## src/rtl/cache_pkg.sv

```systemverilog
// rtl/cache_pkg.sv - shared types and sizes for the direct-mapped read-only cache
package cache_pkg;

    localparam int LINES  = 8;
    localparam int WORDS  = 8;
    localparam int TAG_W  = 25;
    localparam int DATA_W = 16;
    localparam int LINE_W = $clog2(LINES);
    localparam int WORD_W = $clog2(WORDS);
    localparam int ADDR_W = 32;

    typedef enum logic [1:0] {
        IDLE,
        COMPARE,
        REFILL,
        RESP
    } cache_state_t;

    typedef struct packed {
        logic [TAG_W-1:0]  tag;
        logic [LINE_W-1:0] line_id;
        logic [WORD_W-1:0] word_id;
    } cache_req_t;

    // Byte address of one refill beat; words are 2 bytes so bit 0 is always 0.
    function automatic logic [ADDR_W-1:0] refill_addr(
        input logic [TAG_W-1:0]  tag,
        input logic [LINE_W-1:0] line_id,
        input logic [WORD_W-1:0] beat
    );
        return {tag, line_id, beat, 1'b0};
    endfunction

endpackage

```

## src/rtl/cache_if.sv

```systemverilog
// rtl/cache_if.sv - core read port and memory refill port of the cache controller
interface cache_if;
    import cache_pkg::*;

    logic              cpu_req;
    logic [TAG_W-1:0]  cpu_tag;
    logic [LINE_W-1:0] cpu_line_id;
    logic [WORD_W-1:0] cpu_word_id;
    logic [DATA_W-1:0] cpu_rdata;
    logic              cpu_ready;
    logic              cpu_busy;

    logic              mem_req;
    logic [ADDR_W-1:0] mem_addr;
    logic [DATA_W-1:0] mem_rdata;
    logic              mem_ack;

    // Controller side
    modport slave (
        input  cpu_req, cpu_tag, cpu_line_id, cpu_word_id, mem_rdata, mem_ack,
        output cpu_rdata, cpu_ready, cpu_busy, mem_req, mem_addr
    );

    // Core and memory side
    modport master (
        output cpu_req, cpu_tag, cpu_line_id, cpu_word_id, mem_rdata, mem_ack,
        input  cpu_rdata, cpu_ready, cpu_busy, mem_req, mem_addr
    );

endinterface

```

## src/rtl/cache_store.sv

```systemverilog
// rtl/cache_store.sv - tag, valid and data arrays with combinational read
module cache_store
    import cache_pkg::*;
(
    input  logic              clk,
    input  logic              rst_n,
    input  logic [LINE_W-1:0] rd_line_i,
    input  logic [WORD_W-1:0] rd_word_i,
    output logic              rd_valid_o,
    output logic [TAG_W-1:0]  rd_tag_o,
    output logic [DATA_W-1:0] rd_data_o,
    input  logic              wr_en_i,
    input  logic [LINE_W-1:0] wr_line_i,
    input  logic [WORD_W-1:0] wr_word_i,
    input  logic [DATA_W-1:0] wr_data_i,
    input  logic              fill_done_i,
    input  logic [TAG_W-1:0]  fill_tag_i,
    input  logic              inval_en_i,
    input  logic [LINE_W-1:0] inval_line_i,
    input  logic              clear_all_i
);

    logic [LINES-1:0]  valid_q;
    logic [LINES-1:0]  valid_d;
    logic [TAG_W-1:0]  tag_q  [LINES];
    logic [DATA_W-1:0] data_q [LINES][WORDS];

    // Valid update: a flush wipes everything, otherwise evict and fill per line
    always_comb begin
        valid_d = valid_q;
        if (inval_en_i) begin
            valid_d[inval_line_i] = 1'b0;
        end
        if (fill_done_i) begin
            valid_d[wr_line_i] = 1'b1;
        end
        if (clear_all_i) begin
            valid_d = '0;
        end
    end

    // Valid bits are the only state that must come out of reset clean
    always_ff @(posedge clk or negedge rst_n) begin
        if (!rst_n) begin
            valid_q <= '0;
        end else begin
            valid_q <= valid_d;
        end
    end

    // Data and tag arrays: one refill beat per cycle, tag written with the last beat
    always_ff @(posedge clk) begin
        if (wr_en_i) begin
            data_q[wr_line_i][wr_word_i] <= wr_data_i;
        end
        if (fill_done_i) begin
            tag_q[wr_line_i] <= fill_tag_i;
        end
    end

    assign rd_valid_o = valid_q[rd_line_i];
    assign rd_tag_o   = tag_q[rd_line_i];
    assign rd_data_o  = data_q[rd_line_i][rd_word_i];

endmodule

```

## src/rtl/cache_ctrl.sv

```systemverilog
// rtl/cache_ctrl.sv - lookup/refill FSM, beat counter and hit/miss statistics
module cache_ctrl
    import cache_pkg::*;
#(
    parameter int CNT_W = 16
) (
    input  logic             clk,
    input  logic             rst_n,
    cache_if.slave           bus,
    input  logic             flush,
    output logic [CNT_W-1:0] hit_cnt,
    output logic [CNT_W-1:0] miss_cnt
);

    cache_state_t      state_q;
    cache_req_t        req_q;
    logic              req_hit_q;
    logic [WORD_W-1:0] beat_q;
    logic [WORD_W-1:0] beat_d;
    logic              flush_pending_q;
    logic              cpu_ready_q;
    logic [DATA_W-1:0] cpu_rdata_q;
    logic              mem_req_q;
    logic [ADDR_W-1:0] mem_addr_q;
    logic [CNT_W-1:0]  hit_cnt_q;
    logic [CNT_W-1:0]  hit_cnt_d;
    logic [CNT_W-1:0]  miss_cnt_q;
    logic [CNT_W-1:0]  miss_cnt_d;

    logic              in_idle;
    logic              flush_now;
    logic              beat_ack;
    logic              last_beat;
    logic [LINE_W-1:0] rd_line;
    logic [WORD_W-1:0] rd_word;
    logic [TAG_W-1:0]  look_tag;
    logic              rd_valid;
    logic [TAG_W-1:0]  rd_tag;
    logic [DATA_W-1:0] rd_data;
    logic              look_hit;

    assign in_idle   = (state_q == IDLE);
    assign flush_now = in_idle && (flush || flush_pending_q);
    assign beat_ack  = (state_q == REFILL) && mem_req_q && bus.mem_ack;
    assign last_beat = (beat_q == WORD_W'(WORDS - 1));
    assign beat_d    = beat_q + WORD_W'(1);
    assign hit_cnt_d  = (hit_cnt_q  == '1) ? hit_cnt_q  : hit_cnt_q  + CNT_W'(1);
    assign miss_cnt_d = (miss_cnt_q == '1) ? miss_cnt_q : miss_cnt_q + CNT_W'(1);

    // While idle the store is addressed by the incoming request so the lookup
    // result is registered at the sampling edge and the hit response can be
    // presented during the COMPARE cycle; afterwards it follows the latched request.
    assign rd_line  = in_idle ? bus.cpu_line_id : req_q.line_id;
    assign rd_word  = in_idle ? bus.cpu_word_id : req_q.word_id;
    assign look_tag = in_idle ? bus.cpu_tag     : req_q.tag;
    assign look_hit = rd_valid && (rd_tag == look_tag);

    cache_store u_store (
        .clk          (clk),
        .rst_n        (rst_n),
        .rd_line_i    (rd_line),
        .rd_word_i    (rd_word),
        .rd_valid_o   (rd_valid),
        .rd_tag_o     (rd_tag),
        .rd_data_o    (rd_data),
        .wr_en_i      (beat_ack),
        .wr_line_i    (req_q.line_id),
        .wr_word_i    (beat_q),
        .wr_data_i    (bus.mem_rdata),
        .fill_done_i  (beat_ack && last_beat),
        .fill_tag_i   (req_q.tag),
        .inval_en_i   ((state_q == COMPARE) && !req_hit_q),
        .inval_line_i (req_q.line_id),
        .clear_all_i  (flush_now)
    );

    // Controller FSM with registered core and memory outputs
    always_ff @(posedge clk or negedge rst_n) begin
        if (!rst_n) begin
            state_q         <= IDLE;
            req_q           <= '0;
            req_hit_q       <= 1'b0;
            beat_q          <= '0;
            flush_pending_q <= 1'b0;
            cpu_ready_q     <= 1'b0;
            cpu_rdata_q     <= '0;
            mem_req_q       <= 1'b0;
            mem_addr_q      <= '0;
            hit_cnt_q       <= '0;
            miss_cnt_q      <= '0;
        end else begin
            cpu_ready_q <= 1'b0;
            if (flush && !in_idle) begin
                flush_pending_q <= 1'b1;
            end
            case (state_q)
                IDLE: begin
                    if (flush || flush_pending_q) begin
                        flush_pending_q <= 1'b0;
                    end else if (bus.cpu_req) begin
                        req_q       <= '{tag: bus.cpu_tag, line_id: bus.cpu_line_id,
                                         word_id: bus.cpu_word_id};
                        req_hit_q   <= look_hit;
                        cpu_ready_q <= look_hit;
                        cpu_rdata_q <= rd_data;
                        state_q     <= COMPARE;
                    end
                end
                COMPARE: begin
                    if (req_hit_q) begin
                        hit_cnt_q <= hit_cnt_d;
                        state_q   <= IDLE;
                    end else begin
                        miss_cnt_q <= miss_cnt_d;
                        beat_q     <= '0;
                        mem_req_q  <= 1'b1;
                        mem_addr_q <= refill_addr(req_q.tag, req_q.line_id, '0);
                        state_q    <= REFILL;
                    end
                end
                REFILL: begin
                    if (beat_ack) begin
                        beat_q <= beat_d;
                        if (last_beat) begin
                            // The requested word may be the one arriving now
                            mem_req_q   <= 1'b0;
                            cpu_ready_q <= 1'b1;
                            cpu_rdata_q <= (req_q.word_id == WORD_W'(WORDS - 1)) ?
                                           bus.mem_rdata : rd_data;
                            state_q     <= RESP;
                        end else begin
                            mem_addr_q <= refill_addr(req_q.tag, req_q.line_id, beat_d);
                        end
                    end
                end
                RESP: begin
                    state_q <= IDLE;
                end
                default: begin
                    state_q <= IDLE;
                end
            endcase
        end
    end

    assign bus.cpu_ready = cpu_ready_q;
    assign bus.cpu_rdata = cpu_rdata_q;
    assign bus.cpu_busy  = !in_idle;
    assign bus.mem_req   = mem_req_q;
    assign bus.mem_addr  = mem_addr_q;
    assign hit_cnt       = hit_cnt_q;
    assign miss_cnt      = miss_cnt_q;

endmodule

```

## src/flat_wrapper.sv

```systemverilog
// flat-port wrapper written by rule: the top's interface ports become plain ports
module cache_ctrl_flat import cache_pkg::*;
#(
    parameter int CNT_W = 16
)
  (clk, rst_n, flush, hit_cnt, miss_cnt, bus_cpu_req, bus_cpu_tag, bus_cpu_line_id, bus_cpu_word_id, bus_mem_rdata, bus_mem_ack, bus_cpu_rdata, bus_cpu_ready, bus_cpu_busy, bus_mem_req, bus_mem_addr);
  cache_if bus_i ();
  input  logic clk;
  input  logic rst_n;
  input  logic flush;
  output logic [CNT_W-1:0] hit_cnt;
  output logic [CNT_W-1:0] miss_cnt;
  input wire logic [$bits(bus_i.cpu_req)-1:0] bus_cpu_req;
  input wire logic [$bits(bus_i.cpu_tag)-1:0] bus_cpu_tag;
  input wire logic [$bits(bus_i.cpu_line_id)-1:0] bus_cpu_line_id;
  input wire logic [$bits(bus_i.cpu_word_id)-1:0] bus_cpu_word_id;
  input wire logic [$bits(bus_i.mem_rdata)-1:0] bus_mem_rdata;
  input wire logic [$bits(bus_i.mem_ack)-1:0] bus_mem_ack;
  output wire logic [$bits(bus_i.cpu_rdata)-1:0] bus_cpu_rdata;
  output wire logic [$bits(bus_i.cpu_ready)-1:0] bus_cpu_ready;
  output wire logic [$bits(bus_i.cpu_busy)-1:0] bus_cpu_busy;
  output wire logic [$bits(bus_i.mem_req)-1:0] bus_mem_req;
  output wire logic [$bits(bus_i.mem_addr)-1:0] bus_mem_addr;
  assign bus_i.cpu_req = bus_cpu_req;
  assign bus_i.cpu_tag = bus_cpu_tag;
  assign bus_i.cpu_line_id = bus_cpu_line_id;
  assign bus_i.cpu_word_id = bus_cpu_word_id;
  assign bus_i.mem_rdata = bus_mem_rdata;
  assign bus_i.mem_ack = bus_mem_ack;
  assign bus_cpu_rdata = bus_i.cpu_rdata;
  assign bus_cpu_ready = bus_i.cpu_ready;
  assign bus_cpu_busy = bus_i.cpu_busy;
  assign bus_mem_req = bus_i.mem_req;
  assign bus_mem_addr = bus_i.mem_addr;
  cache_ctrl #(.CNT_W(CNT_W)) u_core (.clk(clk), .rst_n(rst_n), .bus(bus_i), .flush(flush), .hit_cnt(hit_cnt), .miss_cnt(miss_cnt));
endmodule
```

## config.mk

```make
export PLATFORM = sky130hd
export DESIGN_NAME = cache_ctrl_flat
export DESIGN_NICKNAME = d
export VERILOG_FILES = /design/src/rtl/cache_pkg.sv /design/src/rtl/cache_if.sv /design/src/rtl/cache_store.sv /design/src/rtl/cache_ctrl.sv /design/src/flat_wrapper.sv
export SDC_FILE = /design/constraint.sdc
export NUM_CORES = 2
export LEC_CHECK = 0
export CAP_MARGIN = 20
export CORE_ASPECT_RATIO = 1.2
export CORE_MARGIN = 2
export CORE_UTILIZATION = 35
export CTS_CLUSTER_SIZE = 40
export DETAILED_ROUTE_END_ITERATION = 10
export MAX_ROUTING_LAYER = met4
export PLACE_DENSITY = 0.61
export SLEW_MARGIN = 10
export SYNTH_ARGS = -nofsm -noshare
export SYNTH_HDL_FRONTEND = slang
export SYNTH_HIERARCHICAL = 1
export SYNTH_SLANG_ARGS = --single-unit
export TNS_END_PERCENT = 1
```

## constraint.sdc

```tcl
create_clock -name clk -period 5.6 [get_ports clk]
set_clock_uncertainty 0.05 [all_clocks]
set_input_delay 1.12 -clock clk [delete_from_list [all_inputs] [get_ports clk]]
set_output_delay 1.12 -clock clk [all_outputs]
set_load 0.01 [all_outputs]
```

# After elaboration in Yosys (flattened, before gate mapping)
# Memories as Yosys holds them, arrays and structs flattened.
# Cells that the tools add are included.
# classes
eq_ne,14
bitwise_logic,9
n_div,0
addsub,3
mul,0
order_cmp,6
n_reduce_logical,23
muxes,50
shift,0
# op_table
op,n
2-to-1 mux 128 bit,1
2-to-1 mux 16 bit,8
2-to-1 mux 32 bit,3
case mux 32 bit (2 select lines),1
binary-select mux 16 bit (select 3 bit),1
demux 16 bit (select 3 bit),1
"adder 16 x 1 -> 16 bit, second input constant",2
"== test 16 bit, second input constant",2
case mux 16 bit (2 select lines),1
== test 25 bit,1
2-to-1 mux 25 bit,1
2-to-1 mux 8 bit,3
2-to-1 mux 1 bit,15
2-to-1 mux 3 bit,4
AND reduction 3 bit,4
AND reduction 4 bit,3
2-to-1 mux 2 bit,5
logical AND 1 bit,9
AND 8 bit,1
">= comparator 4 bit, second input constant",2
"< comparator 3 x 4 -> 1 bit, second input constant",2
"!= test 2 bit, second input constant",4
NOT 3 -> 4 bit,2
NOT 8 bit,1
other kinds (19),28
# word_totals
output_inout_bits,83
n_memories,2
latchBits,0
mem_bits_rw,1224
ff_bits,128
mem_bits_ro,0
# memory_table
name,words,word_bits,rd,rd_ports_with_merged_regs,write_ports,line,source
u_core.u_store.data_q,8,128,1,0,1,cache_store.sv:26,logic [DATA_W-1:0] data_q [LINES][WORDS];
u_core.u_store.tag_q,8,25,1,0,1,cache_store.sv:25,logic [TAG_W-1:0] tag_q [LINES];

# Depth between registers and ports, before layout
# logic_depth
ltp_word,10
depth_mapped,18
mapped_depth_nobuf,12

# Cells and area by module
# Netlist, hierarchy kept.
# by_module_without_submodules
mod,seq_area_each_um2,n_inst,cells_each,area_per_inst_um2
cache_store,36955.4,1,2190,47561.9
cache_ctrl,2977.9,1,500,5615.4

# Worst setup path after synthesis
# Ideal clock, no wire load.
# synth_timing
kind,input to register
start,in bus_cpu_line_id[0]
end,"reg u_core.cpu_ready_q, in the netlist u_core/bus.cpu_ready"
t_arrival_ns,3.946
t_required_ns,5.474
slack_ns,1.528
stages,13
path_buffers,4
setup_time_ns,0.076
path_cell_list,nand2_1 -> nand2_1 -> buf_6 -> buf_6 -> buf_6 -> buf_2 -> mux4_2 -> mux2_2 -> xor2_1 -> a2111oi_4 -> o221ai_1 -> or4_1 -> o21ai_1
# synth_via
elab_chain_len,7
# synth_rtl
item,line,source
from (decl),flat_wrapper.sv:15,input wire logic [$bits(bus_i.cpu_line_id)-1:0] bus_cpu_line_id;
2-to-1 mux 3 bit,cache_ctrl.sv:53,assign rd_line = in_idle ? bus.cpu_line_id : req_q.line_id;
named net u_core.rd_line[0],cache_ctrl.sv:34,logic [LINE_W-1:0] rd_line;
memory (8 x 25 bit),n/a,
named net u_core.rd_tag[20],cache_ctrl.sv:38,logic [TAG_W-1:0] rd_tag;
== test 25 bit,cache_ctrl.sv:56,assign look_hit = rd_valid && (rd_tag == look_tag);
logical AND 1 bit,cache_ctrl.sv:56,
2-to-1 mux 1 bit,cache_ctrl.sv:100,end else if (bus.cpu_req) begin
2-to-1 mux 1 bit,cache_ctrl.sv:98,if (flush || flush_pending_q) begin
case mux 1 bit (2 select lines),cache_ctrl.sv:96,case (state_q)
to (signal assigned),cache_ctrl.sv:104,cpu_ready_q <= look_hit;
to (decl),cache_ctrl.sv:21,logic cpu_ready_q;
# The timed path passes the listed nets, and every way through them passes these cells. The select of a mux whose other input is x is not followed.
# A chain may end at the register's enable or synchronous reset.

==> reports/summary.txt <==
Max-Slew Margin vs Limit - 0.234
Synth Area in Adders - 0.000941
Iter 0 DRT Violations - 2729
CP Capture Point - u_core/bus.cpu_rdata[13]
P per Cell Area - 499 nW/um^2
CP max stage cell - a211oi_1
clk slew on worst S/H paths - 60 ps
Max FO, Critical Path - 32
Routed WL per cell - 26.5 um
WP depth - 13
first-pass GRT wire length - 196 mm
CTS buffer count - 136
worst reg-to-reg setup slack - 960 ps
CP arrival - 5240 ps
IO Count - 135
Tcrit/Tclk final - 0.829
maximum capacitance violations - 0
status - finished clean
Async SR Flop Fraction - 0.0940
Chip Height - 431 um
Synth Net Count - 2746
cell family with most CP delay - compound AO/OA/AOI/OAI gates
fin crit period - 4640 ps
Port Buffers - 133
pin count of the biggest net entering global routing - 85
cts hold-fix bufs - 0
Worst R2R End - u_core/bus.cpu_rdata[13]
post-synthesis compound-gate area fraction - 0.0349
final instance area - 61900 sq um
hold crit path type - input pin to async pin
post-synth top area cell - edfxtp_1
setup TNS - 0 ps
final setup fails - 0
Leakage - 20.4 nW
Cell Area, Synth - 53200 sq um
Worst setup EP type - flop
initial antenna violation count - 2
mux contribution to synthesized area - 0.150
slowest cell delay on critical path - 840 ps
share of post-route cells with drive strength above 1 - 0.253
final hold viol count - 0
Peak Freq - 0.215 GHz
Yosys reg bits - 1351
register area - 39900 sq um
GPL Wtd Cong - 0.833
FILL cells - 13300
Routed Wire Length - 135 mm
TritonCTS sink count - 1351
clk_lat worst skew - 770 ps
overall global routing resource usage - 0.178
core area - 151000 sq um
detailed placement HPWL - 81.3 mm
# nets final - 3047
Commonest cells post-synth - edfxtp_1, mux4_2, mux2_2
worst-margin pin slew - 1150 ps
WP data required - 6200 ps
Top FF cell, synth - edfxtp_1
startpoint types - flop
Simple-Gate Fraction of Synth Area - 0.0368
worst-case reg-to-reg path depth - 13
total number of vias - 27100
post-CTS setup buffer count - 0
Post-synth EDFFs - 1224
post-synthesis sequential area ratio - 0.751
Post-Synth XOR/XNOR Area - 0.00758
Core Rows - 156
Post-DP Area - 57500 sq um
cell count after synthesis - 2690
synth warn - 6
number of library cell types mapped by synthesis - 67
RSZ-0062 raised after global routing - false
largest family of logic cells by synthesized area - multiplexers
gr ovfl total - 0
Most common cell on crit path - buf_12
root buffer cell - clkbuf_16
worst path bufs/invs - 4
number of global-route vias before repair - 27300
crit-path cells - nor2_4 -> inv_2 -> nand2_1 -> nand2_4 -> buf_12 -> buf_12 -> buf_4 -> mux4_2 -> a22o_1 -> a211oi_1 -> nor4_1 -> mux2i_1 -> o21ai_1
WS Path Type - flop to flop
Slew Viols, Final - 0
Ant. Diodes - 0
syn_area_per_cell - 19.8 sq um
post-synth top area share - 0.691
Via density - 5.34
antenna-violating nets left - 0
# DRC - 0
Die X - 360 um
count leader, synth - edfxtp_1
Starting Density - 0.353
top post-synthesis cells by area - edfxtp_1, mux4_2, dfrtp_1
maximum root-to-sink buffer count - 3
Peak VDD IR - 0.297 mV
Multi-input gate area - 12300 sq um
area of the die - 155000 sq um
drt pass-1 iters - 5
CTS tree - done
area grow syn2layout - 16.5%
CTS H-Tree Depth - 4
post-cts resize count - 0
==> cells in the final DEF (no fill, tap or decap), types with 14 or more instances in the layout <==
cell type        count
clkbuf_16          137
inv_1               31
mux4_2             228
clkinv_2            20
clkinv_1            19
nand2b_1            24
edfxtp_1          1224
nand4_1             14
dfrtp_1            127
a22o_1              20
mux2i_1            116
mux2_2             132
o221ai_1            30
nor4_1              14
xor2_1              17
nor2_1              80
mux2_1              17
buf_2               16
a221oi_1            51
clkbuf_1            35
nand3_1             23
clkdlybuf4s50_1    116
a22oi_1             33
buf_4              156
and3_1              49
o21ai_1             19
nand2_1            103
xnor2_1             29
a211oi_1            33
==> through the flow <==
stage	instances	hold WS, ps	setup slack (ps)	util	power, mW
3_5_place_dp	4826	425	413	0.382	22.2
6_report	5077	394	957	0.411	30.9
5_1_grt	5077	450	811	0.411	32.1
4_1_cts	5075	393	976	0.411	31.2
2_1_floorplan	2690	426	1530	-	18.5
3_3_place_gp	4826	418	364	0.382	22.1
==> sequential cells by signal (all words and copies together) (netlist names), named ones only <==
name,cells
u_core/beat_q,3
u_core/miss_cnt,16
u_core/flush_pending_q,1
u_core/state_q,1
u_core/bus.cpu_ready,1
u_core/u_store/valid_q,8
u_core/req_q,31
u_core/bus.mem_req,1
u_core/u_store/data_q,1024
u_core/req_hit_q,1
u_core/bus.mem_addr,31
u_core/u_store/tag_q,200
u_core/hit_cnt,16
u_core/bus.cpu_rdata,16
==> power by group <==
part	total, mW	internal (mW)	switching (mW)
sequential	12.3	11.7	0.660
combinational	9.58	4.22	5.36
clock	9.01	5.09	3.93
total	30.9	21.0	9.94
==> how the worst min path moves through the flow <==
stage	to	cells after the start
finish	u_core/req_q[20]	1
global route	u_core/req_q[20]	1
CTS	u_core/miss_cnt[13]	1
detailed placement	u_core/bus.mem_addr[17]	1
global placement	u_core/bus.mem_addr[17]	1
floorplan	u_core/flush_pending_q	2
==> kinds of logic after synthesis <==
group | after synthesis
compound gates | 236
xor+xnor | 46
fa+ha+maj | 4
buf+inv | 176
flops | 1351
mux | 493
other cells | 1
simple gates | 383
==> routing by layer <==
metal	wire, um	share of wire	track usage
met1	56500	0.42	0.235
met2	67000	0.50	0.287
met3	7970	0.059	0.0271
met4	3080	0.023	0.0508
met5	0	0	-
==> area by class of cell <==
| class | instances | share of cell area |
|---|---|---|
| Multi-Input combinational cell | 1163 | 0.199 |
| Clock buffer | 173 | 0.0577 |
| Tap cell | 1975 | 0.0399 |
| Inverter | 35 | 0.00212 |
| Clock inverter | 76 | 0.0132 |
| Sequential cell | 1351 | 0.645 |
| Timing Repair Buffer | 304 | 0.0437 |
(Power assumes the default switching activity.)
